--- config.mk ---
export PLATFORM = sky130hd
export DESIGN_NAME = acq_trig_sequencer
export DESIGN_NICKNAME = d
export VERILOG_FILES = /design/src/rtl/acq_trig_sequencer.sv
export SDC_FILE = /design/constraint.sdc
export NUM_CORES = 1
export LEC_CHECK = 0
export ABC_AREA = 1
export CAP_MARGIN = 20
export CORE_MARGIN = 2
export CORE_UTILIZATION = 40
export CTS_CLUSTER_SIZE = 28
export DETAILED_ROUTE_END_ITERATION = 12
export SYNTH_ARGS = -nofsm -noshare
export SYNTH_HDL_FRONTEND = slang
export SYNTH_SLANG_ARGS = --single-unit
--- constraint.sdc ---
create_clock -name clk -period 4.6 [get_ports clk]
set_clock_uncertainty 0.05 [all_clocks]
set_input_delay 0.92 -clock clk [delete_from_list [all_inputs] [get_ports clk]]
set_output_delay 0.92 -clock clk [all_outputs]
set_load 0.02 [all_outputs]
--- src/rtl/acq_trig_sequencer.sv ---
`default_nettype none
// =============================================================================
// Module   : acq_trig_sequencer
// Purpose  : Queues ADC fill requests and runs them one at a time against the
//            acquisition state machine: drive enables, raise trigger, wait for
//            done, return enables to readout mode and hold an inter-fill gap.
// Options  : ACQ_SEQ_TIMEOUT_EN - adds the trigger-to-done watchdog, the ABORT
//            recovery path, the acq_reset pulse and the sticky timeout_err.
// Revision : 1.0 - initial release
// =============================================================================
module acq_trig_sequencer #(
    parameter int QDEPTH_LOG2  = 2,
    parameter int SETUP_CYCLES = 6,
    parameter int GAP_CYCLES   = 16,
    parameter int RST_CYCLES   = 8,
    parameter int TO_W         = 24
) (
    input  logic                 clk,
    input  logic                 reset_n,
    input  logic                 trig_req,
    input  logic [1:0]           trig_fill_type,
    input  logic                 acq_arm,
    input  logic [TO_W-1:0]      timeout_cycles,
    input  logic                 clear_err,
    input  logic                 acq_done,
    output logic                 acq_enable0,
    output logic                 acq_enable1,
    output logic                 acq_trig,
    output logic                 acq_reset,
    output logic                 busy,
    output logic [QDEPTH_LOG2:0] q_level,
    output logic [31:0]          fill_count,
    output logic [15:0]          drop_count,
    output logic                 timeout_err
);

    localparam int QDEPTH = 1 << QDEPTH_LOG2;

    localparam logic [2:0] S_IDLE    = 3'd0;
    localparam logic [2:0] S_SETUP   = 3'd1;
    localparam logic [2:0] S_TRIG    = 3'd2;
    localparam logic [2:0] S_RELEASE = 3'd3;
    localparam logic [2:0] S_ABORT   = 3'd4;
    localparam logic [2:0] S_GAP     = 3'd5;

    logic [2:0]             state_q, state_d;
    logic [1:0]             ftype_q, ftype_d;
    logic [15:0]            phase_q, phase_d;
    logic [1:0]             mem_q [QDEPTH];
    logic [1:0]             mem_d [QDEPTH];
    logic [QDEPTH_LOG2-1:0] wr_q, wr_d, rd_q, rd_d;
    logic [QDEPTH_LOG2:0]   lvl_q, lvl_d;
    logic                   arm_q, arm_d;
    logic [1:0]             en_q, en_d;
    logic                   trig_q, trig_d;
    logic                   busy_q, busy_d;
    logic [31:0]            fill_count_q, fill_count_d;
    logic [15:0]            drop_count_q, drop_count_d;

    logic q_full, q_empty, flush, push, drop, pop, fill_inc, to_hit;

    // Request acceptance uses the registered (pre-pop) occupancy
    assign q_full  = (lvl_q == (QDEPTH_LOG2+1)'(QDEPTH));
    assign q_empty = (lvl_q == '0);
    assign flush   = arm_q & ~acq_arm;
    assign push    = trig_req & acq_arm & (trig_fill_type != 2'b00) & ~q_full;
    assign drop    = trig_req & ~push;
    assign arm_d   = acq_arm;

    // Fill sequencing: pop, setup, trigger, release/abort, gap
    always_comb begin
        state_d  = state_q;
        phase_d  = phase_q;
        ftype_d  = ftype_q;
        pop      = 1'b0;
        fill_inc = 1'b0;
        case (state_q)
            S_IDLE: begin
                // A flush in this cycle wins over starting a new fill
                if (!q_empty && !flush) begin
                    pop     = 1'b1;
                    ftype_d = mem_q[rd_q];
                    state_d = S_SETUP;
                    phase_d = '0;
                end
            end
            S_SETUP: begin
                if (phase_q == 16'(SETUP_CYCLES - 1)) begin
                    state_d = S_TRIG;
                    phase_d = '0;
                end else begin
                    phase_d = phase_q + 16'd1;
                end
            end
            S_TRIG: begin
                if (acq_done) begin
                    fill_inc = 1'b1;
                    state_d  = S_RELEASE;
                end else if (to_hit) begin
                    state_d = S_ABORT;
                    phase_d = '0;
                end
            end
            S_RELEASE: begin
                if (!acq_done) begin
                    state_d = S_GAP;
                    phase_d = '0;
                end
            end
            S_ABORT: begin
                if (phase_q == 16'(RST_CYCLES - 1)) begin
                    state_d = S_GAP;
                    phase_d = '0;
                end else begin
                    phase_d = phase_q + 16'd1;
                end
            end
            S_GAP: begin
                if (phase_q == 16'(GAP_CYCLES - 1)) begin
                    state_d = S_IDLE;
                    phase_d = '0;
                end else begin
                    phase_d = phase_q + 16'd1;
                end
            end
            default: begin
                state_d = S_IDLE;
                phase_d = '0;
            end
        endcase
    end

    // Circular request queue with flush on the falling edge of acq_arm
    always_comb begin
        mem_d = mem_q;
        wr_d  = wr_q;
        rd_d  = rd_q;
        lvl_d = lvl_q;
        if (flush) begin
            wr_d  = '0;
            rd_d  = '0;
            lvl_d = '0;
        end else begin
            if (push) begin
                mem_d[wr_q] = trig_fill_type;
                wr_d        = wr_q + 1'b1;
            end
            if (pop) begin
                rd_d = rd_q + 1'b1;
            end
            case ({push, pop})
                2'b10:   lvl_d = lvl_q + 1'b1;
                2'b01:   lvl_d = lvl_q - 1'b1;
                default: lvl_d = lvl_q;
            endcase
        end
    end

    // Next-cycle output values, derived from next state so every output is a flop
    always_comb begin
        en_d         = (state_d == S_SETUP || state_d == S_TRIG || state_d == S_RELEASE)
                       ? ftype_d : 2'b00;
        trig_d       = (state_d == S_TRIG);
        busy_d       = (state_d != S_IDLE) || (lvl_d != '0);
        fill_count_d = fill_count_q + {31'd0, fill_inc};
        drop_count_d = (drop && drop_count_q != 16'hFFFF) ? drop_count_q + 16'd1 : drop_count_q;
    end

    // State, queue and output registers
    always_ff @(posedge clk or negedge reset_n) begin
        if (!reset_n) begin
            state_q      <= S_IDLE;
            ftype_q      <= 2'b00;
            phase_q      <= '0;
            for (int i = 0; i < QDEPTH; i++) begin
                mem_q[i] <= 2'b00;
            end
            wr_q         <= '0;
            rd_q         <= '0;
            lvl_q        <= '0;
            arm_q        <= 1'b0;
            en_q         <= 2'b00;
            trig_q       <= 1'b0;
            busy_q       <= 1'b0;
            fill_count_q <= '0;
            drop_count_q <= '0;
        end else begin
            state_q      <= state_d;
            ftype_q      <= ftype_d;
            phase_q      <= phase_d;
            mem_q        <= mem_d;
            wr_q         <= wr_d;
            rd_q         <= rd_d;
            lvl_q        <= lvl_d;
            arm_q        <= arm_d;
            en_q         <= en_d;
            trig_q       <= trig_d;
            busy_q       <= busy_d;
            fill_count_q <= fill_count_d;
            drop_count_q <= drop_count_d;
        end
    end

    assign acq_enable0 = en_q[0];
    assign acq_enable1 = en_q[1];
    assign acq_trig    = trig_q;
    assign busy        = busy_q;
    assign q_level     = lvl_q;
    assign fill_count  = fill_count_q;
    assign drop_count  = drop_count_q;

`ifdef ACQ_SEQ_TIMEOUT_EN
    logic [TO_W-1:0] to_cnt_q, to_cnt_d, to_cnt_inc;
    logic            acq_reset_q, acq_reset_d;
    logic            timeout_err_q, timeout_err_d;

    // Watchdog fires when the count since trigger rise reaches timeout_cycles
    assign to_cnt_inc = to_cnt_q + 1'b1;
    assign to_hit     = (state_q == S_TRIG) && (timeout_cycles != '0) &&
                        (to_cnt_inc == timeout_cycles);

    // Watchdog count, reset pulse and sticky error (set beats clear)
    always_comb begin
        to_cnt_d    = (state_q == S_TRIG) ? to_cnt_inc : '0;
        acq_reset_d = (state_d == S_ABORT);
        if (state_q == S_TRIG && state_d == S_ABORT) begin
            timeout_err_d = 1'b1;
        end else if (clear_err) begin
            timeout_err_d = 1'b0;
        end else begin
            timeout_err_d = timeout_err_q;
        end
    end

    // Timeout registers
    always_ff @(posedge clk or negedge reset_n) begin
        if (!reset_n) begin
            to_cnt_q      <= '0;
            acq_reset_q   <= 1'b0;
            timeout_err_q <= 1'b0;
        end else begin
            to_cnt_q      <= to_cnt_d;
            acq_reset_q   <= acq_reset_d;
            timeout_err_q <= timeout_err_d;
        end
    end

    assign acq_reset   = acq_reset_q;
    assign timeout_err = timeout_err_q;
`else
    logic unused_timeout_inputs;

    assign to_hit                = 1'b0;
    assign acq_reset             = 1'b0;
    assign timeout_err           = 1'b0;
    assign unused_timeout_inputs = ^{timeout_cycles, clear_err};
`endif

endmodule
`default_nettype wire

==> qor.yml <==
synthesis:
  avgSynthCellArea_um2: 8.27
  synth.ff_latch_count: 89
  synth_cell_types: 34
  synth.top_cells.by_area: "dfrtp_1 46%, nand2_1 11%, nor2_1 5.8%"
  synth_top_area_share_pct: 46.1
  synthesis.area_um2: 4830
  syn_inst: 584
  yosys_warnings: 0
  synth_top_area_cell: "dfrtp_1"
  yosysSeqAreaShare_pct: 46.1
clocking:
  path_clk_slew_ns: 0.06
  post_cts_buffers: 0
  cts.path.max_buffers: 2
  cts_root_buf: "clkbuf_16"
  clock-sinks: 89
  cts_tree: "done"
  clkLatencyLatePin_ns: 0.34
  cts_buffers: 9
  cts-htree-levels: 3
  hold_buffers: 0
  cts_resized: 0
final_layout:
  drive_gt1_share_pct: 7.16
  diodes: 0
  final_cell_mix: "145 x nand2_1, 89 x dfrtp_1, 75 x nor2_1"
  finalNetCount: 695
  finish.utilization_pct: 49.3
  final_common_cell: "nand2_1"
  synthToLayoutAreaGrowth_pct: 21.6
  n_fill_cell: 1159
critical_path:
  crit_buf_inv: 2
  cp.required_ns: 4.77
  startpoint_type: "input port"
  crit_type: "input port to flop"
  critPathMaxFanout: 7
  r2r_slack_ns: 2.10
  crit_chain: "clkdlybuf4s50_1 > inv_1 > nand2_1 > nand2_1 > nor2_2 > ha_1 > fa_1 > o21ai_0 > o21ai_0 > nor3_1 > nand3_1"
  reg2regPathDepth: 9
  cp_top_family: "simple AND/OR/NAND/NOR gates"
  crit-reg2reg-launch: "state_q[0]$_DFF_PN0_"
  arrival_ns: 3.47
  end_kind: "flop"
  r2r_end: "busy$_DFF_PN0_"
  cpPeakStageDelay_ns: 0.55
  cp_slowest_cell: "clkdlybuf4s50_1"
run_status:
  status: "finished, final reports clean"
global_routing:
  overflow: 0
  grt_pass1_vias: 3931
  grt_usage_pct: 18.0
  grt_max_degree: 61
  grt_first_pass_wirelength_mm: 18.6
  antenna_found_initial: 0
power:
  power_mw: 2.57
  ir_worst_vdd_mv: 0.241
  leakage_nw: 2.71
  powerDensity_nw_per_um2: 438
route:
  met2WireLength_mm: 5.00
  top_layer: "met4"
  drt_iter0_drc: 227
  drc_errors: 0
  avgViaCountPerCell: 5.02
  vias: 4029
  wl_met3_um: 413
  wl_met1_mm: 5.15
  ant_nets: 0
  wl_per_cell_um: 13.4
  drt_pass1_iterations: 4
  wl_mm: 10.8
floorplan:
  io_pins: 89
  fp.dieH_um: 114
  rows: 40
  dieArea_um2: 13000
  die_x_um: 114
  start_util_pct: 40.5
  core_area_um2: 11900
sta:
  max_freq_mhz: 303
  report.final.hold_viol_count: 0
  maxSlewViolCount: 0
  setup_viol_count_final: 0
  tightestPinTransition_ns: 0.752
  post-route-period-util_pct: 71.6
  tns_ns: 0
  relSlewSlack_pct: 49.8
  period_minus_slack_ns: 3.30
  rsz0062_at_grt: "false"
  hold_ws_ns: 0.441
min_path:
  worstHoldPathType: "flop to flop"
  hold_path_depth: 1
  whs_endpoint: "fill_count[31]$_DFF_PN0_"
  min_from: "fill_count[31]$_DFF_PN0_"
placement:
  io_buffers: 61
  dp_hpwl_mm: 8.02
  gp_congestion: 0.876
flow_run:
  drv_cap: 0
area by class of cell:
class / instances / area, um^2 / area share [%]
Multi-Input combinational cell: 427 / 2310 / 39.4
Clock buffer: 13 / 260 / 4.43
Clock inverter: 2 / 37.5 / 0.639
Sequential cell: 89 / 2230 / 37.9
Timing Repair Buffer: 62 / 616 / 10.5
Inverter: 63 / 236 / 4.03
Tap cell: 147 / 184 / 3.13
cell usage after synthesis:
cell type	count
nand2_1	145
dfrtp_1	89
nor2_1	75
inv_1	60
nand3_1	33
xor2_1	32
o21ai_0	22
xnor2_1	19
nand4_1	17
nor3_1	14
ha_1	10
nor2_2	8
a21oi_1	6
o21ai_1	6
mux2_2	4
nand2_2	4
nand3_2	4
nand3b_1	4
buf_4	3
buf_6	3
inv_2	3
nor2_4	3
nor3_2	3
o211ai_1	3
o21bai_1	3
nor4_1	2
o2111ai_1	2
conb_1	1
fa_1	1
nor3b_2	1
o211ai_2	1
o22ai_1	1
o31ai_1	1
or2_2	1
routing by layer:
layer	up-vias	track usage, %
li1	2006	-
met1	1914	24.3
met2	92	29.3
met3	17	2.44
met4	0	7.40
met5	-	0
worst reg2reg max path, delay by kind of cell, from the launching register on:
kind / cells / cell delay [ns]
and+or+nand+nor: 5 / 0.81
adders and majority gates: 2 / 0.69
DFF: 1 / 0.46
AOI/OAI and AO/OA: 2 / 0.36
flip-flops by register name, summed over array words and instances (netlist names):
signal,flops
busy,1
ftype_q,2
phase_q,16
arm_q,1
state_q,3
rd_q,2
wr_q,2
mem_q,8
acq_trig,1
drop_count,16
q_level,3
en_q,2
fill_count,32
worst max-delay path by stage:
| stage | startpoint | to | slack, ns | cells after the start |
|---|---|---|---|---|
| 2_1_floorplan | acq_arm | busy$_DFF_PN0_ | 1.89 | 10 |
| 3_3_place_gp | acq_arm | busy$_DFF_PN0_ | 1.02 | 11 |
| 3_5_place_dp | acq_arm | busy$_DFF_PN0_ | 0.94 | 11 |
| 4_1_cts | acq_arm | busy$_DFF_PN0_ | 1.29 | 11 |
| 5_1_grt | acq_arm | busy$_DFF_PN0_ | 1.09 | 11 |
| 6_report | acq_arm | busy$_DFF_PN0_ | 1.30 | 11 |
per-stage QoR:
step	instance area [um^2]	cells	setup slack, ns
after floorplan	4830	585	1.89
after global placement	5570	788	1.02
after detailed placement	5570	788	0.939
after CTS	5870	803	1.29
after global routing	5870	803	1.09
final	5870	803	1.30
cells by family (layout without fill, tap and decap cells):
family / Yosys count / after routing / synth area share [%]
mux: 4 / 4 / 0.933
flops: 89 / 89 / 46.1
fa+ha+maj: 11 / 11 / 3.01
buf+inv: 69 / 140 / 6.07
simple gates: 314 / 314 / 29.2
other cells: 1 / 2 / 0.0777
compound gates: 45 / 45 / 5.37
xor+xnor: 51 / 51 / 9.25
report_power, final:
| group | internal [mW] | total, mW | switching [mW] |
|---|---|---|---|
| clock | 0.448 | 0.739 | 0.291 |
| combinational | 0.299 | 0.779 | 0.480 |
| sequential | 0.923 | 1.06 | 0.133 |
| total | 1.67 | 2.57 | 0.904 |
(Power assumes the default switching activity.)
